[src/rtl/hd_memory_arbiter.sv]
// hd_memory_arbiter
// Purpose: single-port access arbiter in front of the latch-based HD memory.
//   It arbitrates between encoder row writes, host word reads/writes and
//   AM-search commands, and sequences the memory's search handshake.
// Optional feature macro: HD_MEM_ARB_PERF_EN adds 32-bit saturating
//   grant/busy counters (perf_*_o) cleared by perf_clr_i.
// Port summary:
//   clk_i, rst_ni     clock, asynchronous active-low reset
//   test_en_i         clock-gate test enable (consumed on the memory side)
//   enc_*             encoder row-write request/grant
//   host_*            host word access request/grant and registered read data
//   srch_*            AM-search command (level request) and held result
//   busy_o            search sequence in progress (START..RELEASE)
//   mem_*             interface to hd_memory
//   dbg_state_o       current FSM state (0 IDLE, 1 START, 2 SEARCH, 3 RELEASE)
// Handshake: a request is a level held by the requester; a grant is a
//   single-cycle acknowledge in which the access is issued to the memory.
//   A host read returns host_rvalid_o/host_rdata_o exactly one cycle later.
//   srch_req_i is held until srch_done_o, and must be seen low once before
//   another search is accepted.
module hd_memory_arbiter #(
  parameter int ROW_ADDR_W  = 6,
  parameter int WORD_ADDR_W = 3,
  parameter int WORD_W      = 32,
  parameter int ROW_W       = 256,
  parameter int IDX_W       = 5,
  parameter int DIST_W      = 9
) (
  input  logic                              clk_i,
  input  logic                              rst_ni,
  input  logic                              test_en_i,
  input  logic                              enc_req_i,
  input  logic [ROW_ADDR_W-1:0]             enc_addr_i,
  input  logic [ROW_W-1:0]                  enc_row_i,
  output logic                              enc_gnt_o,
  input  logic                              host_req_i,
  input  logic                              host_we_i,
  input  logic [ROW_ADDR_W+WORD_ADDR_W-1:0] host_addr_i,
  input  logic [WORD_W-1:0]                 host_wdata_i,
  output logic                              host_gnt_o,
  output logic                              host_rvalid_o,
  output logic [WORD_W-1:0]                 host_rdata_o,
  input  logic                              srch_req_i,
  input  logic [IDX_W-1:0]                  srch_end_idx_i,
  output logic                              srch_done_o,
  output logic [IDX_W-1:0]                  srch_idx_o,
  output logic [DIST_W-1:0]                 srch_dist_o,
  output logic                              busy_o,
  output logic                              mem_we_o,
  output logic                              mem_word_mode_o,
  output logic [ROW_ADDR_W+WORD_ADDR_W-1:0] mem_raddr_o,
  output logic [ROW_ADDR_W+WORD_ADDR_W-1:0] mem_waddr_o,
  output logic [ROW_W-1:0]                  mem_row_o,
  output logic [WORD_W-1:0]                 mem_word_o,
  input  logic [WORD_W-1:0]                 mem_word_i,
  output logic                              mem_srch_start_o,
  output logic                              mem_srch_stall_o,
  output logic [IDX_W-1:0]                  mem_srch_end_idx_o,
  input  logic                              mem_srch_valid_i,
  input  logic                              mem_srch_is_min_i,
  input  logic [IDX_W-1:0]                  mem_srch_idx_i,
  input  logic [DIST_W-1:0]                 mem_srch_dist_i,
`ifdef HD_MEM_ARB_PERF_EN
  input  logic                              perf_clr_i,
  output logic [31:0]                       perf_enc_o,
  output logic [31:0]                       perf_host_o,
  output logic [31:0]                       perf_srch_o,
`endif
  output logic [1:0]                        dbg_state_o
);

  typedef enum logic [1:0] {
    S_IDLE    = 2'd0,
    S_START   = 2'd1,
    S_SEARCH  = 2'd2,
    S_RELEASE = 2'd3
  } state_e;

  state_e              state_q, state_d;
  logic                rr_host_q, rr_host_d;   // 1: host wins a tie
  logic                armed_q, armed_d;       // srch_req_i seen low since done
  logic                rvalid_q;
  logic [WORD_W-1:0]   rdata_q;
  logic                done_q;
  logic [IDX_W-1:0]    idx_q;
  logic [DIST_W-1:0]   dist_q;
  logic [IDX_W-1:0]    end_idx_q;

  logic go_start, srch_hit, enc_win, host_win;

  // test_en_i only matters to the memory's own clock gates.
  logic unused_test_en;
  assign unused_test_en = test_en_i;

  assign go_start = (state_q == S_IDLE) && srch_req_i && armed_q;
  assign srch_hit = mem_srch_valid_i && mem_srch_is_min_i;

  // Grants only in IDLE, and never in the cycle a search is accepted.
  always_comb begin
    enc_win  = 1'b0;
    host_win = 1'b0;
    if (state_q == S_IDLE && !go_start) begin
      enc_win  = enc_req_i && (!host_req_i || !rr_host_q);
      host_win = host_req_i && !enc_win;
    end
  end

  // FSM: state register
  always_ff @(posedge clk_i or negedge rst_ni) begin
    if (!rst_ni) state_q <= S_IDLE;
    else         state_q <= state_d;
  end

  // FSM: next state
  always_comb begin
    state_d = state_q;
    case (state_q)
      S_IDLE:    if (go_start) state_d = S_START;
      S_START:   state_d = S_SEARCH;
      S_SEARCH:  if (srch_hit) state_d = S_RELEASE;
      S_RELEASE: state_d = S_IDLE;
      default:   state_d = S_IDLE;
    endcase
  end

  // FSM: outputs
  always_comb begin
    enc_gnt_o        = enc_win;
    host_gnt_o       = host_win;
    mem_we_o         = enc_win || (host_win && host_we_i);
    mem_word_mode_o  = host_win;
    mem_waddr_o      = enc_win ? {enc_addr_i, {WORD_ADDR_W{1'b0}}} : host_addr_i;
    mem_raddr_o      = host_addr_i;
    mem_row_o        = enc_row_i;
    mem_word_o       = host_wdata_i;
    // Start drops in RELEASE so the memory sees a falling edge and re-idles.
    mem_srch_start_o = (state_q == S_START) || (state_q == S_SEARCH);
    busy_o           = (state_q != S_IDLE);
  end

  assign mem_srch_stall_o   = 1'b0;
  assign mem_srch_end_idx_o = end_idx_q;
  assign host_rvalid_o      = rvalid_q;
  assign host_rdata_o       = rdata_q;
  assign srch_done_o        = done_q;
  assign srch_idx_o         = idx_q;
  assign srch_dist_o        = dist_q;
  assign dbg_state_o        = state_q;

  always_comb begin
    rr_host_d = rr_host_q;
    if (enc_win)  rr_host_d = 1'b1;
    if (host_win) rr_host_d = 1'b0;
    armed_d = armed_q;
    if (state_q == S_SEARCH && srch_hit) armed_d = 1'b0;
    else if (!srch_req_i)                armed_d = 1'b1;
  end

  always_ff @(posedge clk_i or negedge rst_ni) begin
    if (!rst_ni) begin
      rr_host_q <= 1'b0;
      armed_q   <= 1'b1;
      rvalid_q  <= 1'b0;
      rdata_q   <= '0;
      done_q    <= 1'b0;
      idx_q     <= '0;
      dist_q    <= '1;
      end_idx_q <= '0;
    end else begin
      rr_host_q <= rr_host_d;
      armed_q   <= armed_d;
      // Memory read is combinational on mem_raddr_o; register it at grant.
      rvalid_q  <= host_win && !host_we_i;
      if (host_win && !host_we_i) rdata_q <= mem_word_i;
      // Done is registered so it lines up with the captured result.
      done_q    <= (state_q == S_SEARCH) && srch_hit;
      if (state_q == S_SEARCH && srch_hit) begin
        idx_q  <= mem_srch_idx_i;
        dist_q <= mem_srch_dist_i;
      end
      if (go_start) end_idx_q <= srch_end_idx_i;
    end
  end

`ifdef HD_MEM_ARB_PERF_EN
  logic [31:0] perf_enc_q, perf_host_q, perf_srch_q;

  always_ff @(posedge clk_i or negedge rst_ni) begin
    if (!rst_ni) begin
      perf_enc_q  <= '0;
      perf_host_q <= '0;
      perf_srch_q <= '0;
    end else if (perf_clr_i) begin
      perf_enc_q  <= '0;
      perf_host_q <= '0;
      perf_srch_q <= '0;
    end else begin
      if (enc_win && perf_enc_q != '1)   perf_enc_q  <= perf_enc_q + 32'd1;
      if (host_win && perf_host_q != '1) perf_host_q <= perf_host_q + 32'd1;
      if (busy_o && perf_srch_q != '1)   perf_srch_q <= perf_srch_q + 32'd1;
    end
  end

  assign perf_enc_o  = perf_enc_q;
  assign perf_host_o = perf_host_q;
  assign perf_srch_o = perf_srch_q;
`endif

endmodule

[config.mk]
export PLATFORM = sky130hd
export DESIGN_NAME = hd_memory_arbiter
export DESIGN_NICKNAME = d
export VERILOG_FILES = /design/src/rtl/hd_memory_arbiter.sv
export SDC_FILE = /design/constraint.sdc
export NUM_CORES = 1
export LEC_CHECK = 0
export CAP_MARGIN = 40
export CORE_AREA = 10 10 275 277
export CTS_CLUSTER_DIAMETER = 30
export DETAILED_ROUTE_END_ITERATION = 10
export DIE_AREA = 0 0 285 287
export PLACE_DENSITY = 0.3
export SETUP_SLACK_MARGIN = 0.5
export SLEW_MARGIN = 20
export SYNTH_ARGS = -nofsm -noshare
export SYNTH_HDL_FRONTEND = slang
export SYNTH_SLANG_ARGS = --single-unit
export TNS_END_PERCENT = 1
[constraint.sdc]
create_clock -name clk_i -period 2.8 [get_ports clk_i]
set_input_delay 0.7 -clock clk_i [delete_from_list [all_inputs] [get_ports clk_i]]
set_output_delay 0.7 -clock clk_i [all_outputs]
set_load 0.005 [all_outputs]
==> flow_summary_export.csv <==
group,metric,value,unit
grt,grt_pass1_vias,2848,
critical_path,rrSetupSlack,800,ps
critical_path,end_kind,"primary output",
detailed_routing,drtPass1Iterations,3,
synthesis,yosysWarnings,0,
clocking,insertion_delay,370,ps
detailed_routing,first_iter_violations,69,
synthesis,synth_area,4720,sq um
placement,place_ws,-321,ps
timing,finalSetupViolations,0,
detailed_routing,ant_nets,0,
power,p_per_area,849,nW/um^2
detailed_routing,via_per_inst,1.91,
clocking,path_clk_slew,70,ps
timing,maxSlewViolCount,0,
timing,post-route-min-period,2690,ps
synthesis,syn_inst,450,
timing,rsz0062_at_grt,"yes",
layout,fin_util,8.08,%
synthesis,synth.area.mux_share,16.1,%
floorplan,pin_count,731,
flow_run,maxCapViolCount,0,
grt,grt.total_usage,4.62,%
critical_path,rr_startpoint,"dbg_state_o[1]",
grt,gr-total-overflow,0,
placement,postPlaceCellArea,5190,sq um
detailed_routing,drc,0,
synthesis,ys_ff_latch,57,
detailed_routing,via_count,2433,
detailed_routing,wl_per_cell,15.5,microns
synthesis,synth_compound_area_share,1.01,%
critical_path,startpoint_type,"primary input",
timing,fmax,371,MHz
floorplan,core_area,69800,sq um
synthesis,postSynthAreaPerCell,10.5,sq um
power,leakagePower,2.17,nW
clocking,htree_num_levels,3,
synthesis,synth-simple-area-share,1.72,%
detailed_routing,wl,19.7,mm
synthesis,synth_cell_types,22,
synthesis,synth_xor_area_share,0,%
placement,place.port_buffers,152,
layout,fillerInstances,8063,
synthesis,synth_adder_area_share,0.794,%
layout,final_cell_area,5640,sq um
floorplan,die-width,285,microns
critical_path,crit_path_frequent_cell,"buf_6",
floorplan,start_util,6.77,%
critical_path,crit_path_top_delay_cell,"clkdlybuf4s50_1",
timing,period_share,96.2,%
clocking,clock-sinks,57,
power,peakVddDrop,0.000327,V
clocking,cts_root_buf,"clkbuf_16",
clocking,cts_buffers,9,
critical_path,cp_max_fo,4,
critical_path,max_stage_delay,530,ps
timing,setup_ws,106,ps
synthesis,synth_nets,816,
critical_path,reg2regPathDepth,8,
timing,hold_viol,0,
clocking,ctsHoldBuffers,0,
placement,dp_hpwl,15.4,mm
grt,antenna_found_initial,3,
layout,antennaDiodeCount,0,
critical_path,path_class,"primary input to primary output",
floorplan,die-area,81800,sq um
hold_path,hold_path.class,"primary input to asynchronous set/reset pin",
critical_path,arrival,1990,ps
layout,syn_to_final_growth,19.3,%
placement,gp_congestion,0.707,
synthesis,synth_top_family_by_area,"buffers and inverters",
critical_path,r2r-end,"host_rdata_o[15]",
run_status,outcome,"finished, final reports clean",
layout,nets,693,
clocking,clockBufferDepth,2,
timing,final.setup.tns,0,ps
critical_path,cp_cell_sequence,"clkdlybuf4s50_1 > nand3_2 > buf_6 > buf_4 > mux2_2 > buf_6",
layout,drive_gt1_share,38.0,%
timing,fin_skew,19.0,ps
floorplan,rows,97,
critical_path,cp.required,2100,ps
grt,grt_pass1_wl,25.2,mm
grt,grt_max_degree,30,
floorplan,die_height,287,microns
synthesis,ys_seq_area_share,30.5,%
clocking,tritoncts,"done",
-- worst max-delay path: cells and delay by family --
family | cells | cell delay (ps)
and+or+nand+nor | 1 | 100
buffers and inverters | 4 | 920
muxes | 1 | 270
-- cell usage after synthesis, drive strengths merged --
library cell / instances / area share (%)
and3: 1 / 0.13
nand2: 4 / 0.32
dfrtp: 47 / 25
a21boi: 1 / 0.40
nand3: 3 / 0.32
and2: 3 / 0.40
conb: 1 / 0.079
mux2: 58 / 16
ha: 3 / 0.79
nor2b: 1 / 0.13
nor2: 1 / 0.079
nand4bb: 1 / 0.34
o32a: 1 / 0.24
a21oi: 2 / 0.21
inv: 6 / 0.48
dfstp: 10 / 5.6
a21o: 1 / 0.16
buf: 306 / 49
-- cells by family after synthesis --
kind of cell | Yosys count
DFF | 57
and+or+nand+nor | 14
other | 1
buffers and inverters | 312
muxes | 58
adders and majority gates | 3
AOI/OAI and AO/OA | 5
-- per-layer routing --
metal | routed length (microns) | share of wire (%) | GRT usage (%) | vias to the layer above
li1 | - | - | - | 874
met1 | 6090 | 31 | 3.79 | 1032
met2 | 7710 | 39 | 5.89 | 394
met3 | 3990 | 20 | 4.57 | 129
met4 | 1920 | 9.7 | 5.20 | 4
met5 | 27 | 0.14 | 0.119 | -
-- power by group --
part	internal, mW	switching, mW
registers	1.27	0.207
logic	1.40	0.621
clock network	0.780	0.515
-- how the worst max path moves through the flow --
stage	cells after the start	startpoint	to	slack [ps]
4_1_cts	8	dbg_state_o[1]	mem_waddr_o[1]	60
3_3_place_gp	6	srch_req_i	mem_waddr_o[8]	-320
2_1_floorplan	6	dbg_state_o[0]	mem_waddr_o[3]	640
6_report	6	enc_req_i	mem_waddr_o[3]	110
3_5_place_dp	6	srch_req_i	mem_waddr_o[8]	-320
5_1_grt	8	dbg_state_o[0]	mem_waddr_o[1]	-30
-- per-stage QoR --
stage / hold WS [ps] / std cells / power (mW)
after floorplan: 404 / 450 / 2.54
after global placement: 475 / 1245 / 3.46
after CTS: 271 / 1272 / 4.98
after detailed placement: 481 / 1245 / 3.45
after global routing: 288 / 1272 / 5.15
final: 273 / 1272 / 4.79
-- sequential cells by signal (all words and copies together), names as in the netlist --
register            count
mem_srch_end_idx_o      5
srch_dist_o             9
rr_host_q               1
host_rdata_o           32
srch_idx_o              5
armed_q                 1
dbg_state_o             2
srch_done_o             1
host_rvalid_o           1
-- repair_timing --
| item | in CTS | in global routing |
|---|---|---|
| gates resized for setup | 40 | 32 |
| endpoints found under the setup margin | 24 | 24 |
| pin swaps | 4 | 3 |
| gates cloned | 1 | 0 |
| hold endpoints to repair | 0 | 0 |
| setup buffers | 10 | 0 |
-- layout by cell type, fill, tap and decap left out, drive strengths merged --
| cell | n |
|---|---|
| nand2 | 4 |
| mux2 | 58 |
| dfstp | 10 |
| a21boi | 1 |
| bufinv | 2 |
| conb | 1 |
| dlygate4sd2 | 4 |
| dfrtp | 47 |
| clkinvlp | 2 |
| nand3 | 3 |
| nor2b | 1 |
| dlymetal6s2s | 10 |
| buf | 28 |
| inv | 7 |
| ha | 3 |
| nor2 | 1 |
| a21o | 1 |
| o32a | 1 |
| clkdlybuf4s50 | 126 |
| clkbuf | 13 |
| clkinv | 2 |
| and2 | 3 |
| a21oi | 2 |
| and3 | 1 |
| nand4bb | 1 |
-- final cells by class --
type	count	area, sq um	area share, %
repair buffers	172	1700	30.1
flip-flops and latches	57	1440	25.5
well taps	940	1180	20.9
multi-input cells	81	982	17.4
clock buffers	9	225	3.99
clock inverters	7	93.8	1.66
inverters	6	22.5	0.399
No activity file was read; power rests on OpenSTA's default activity.
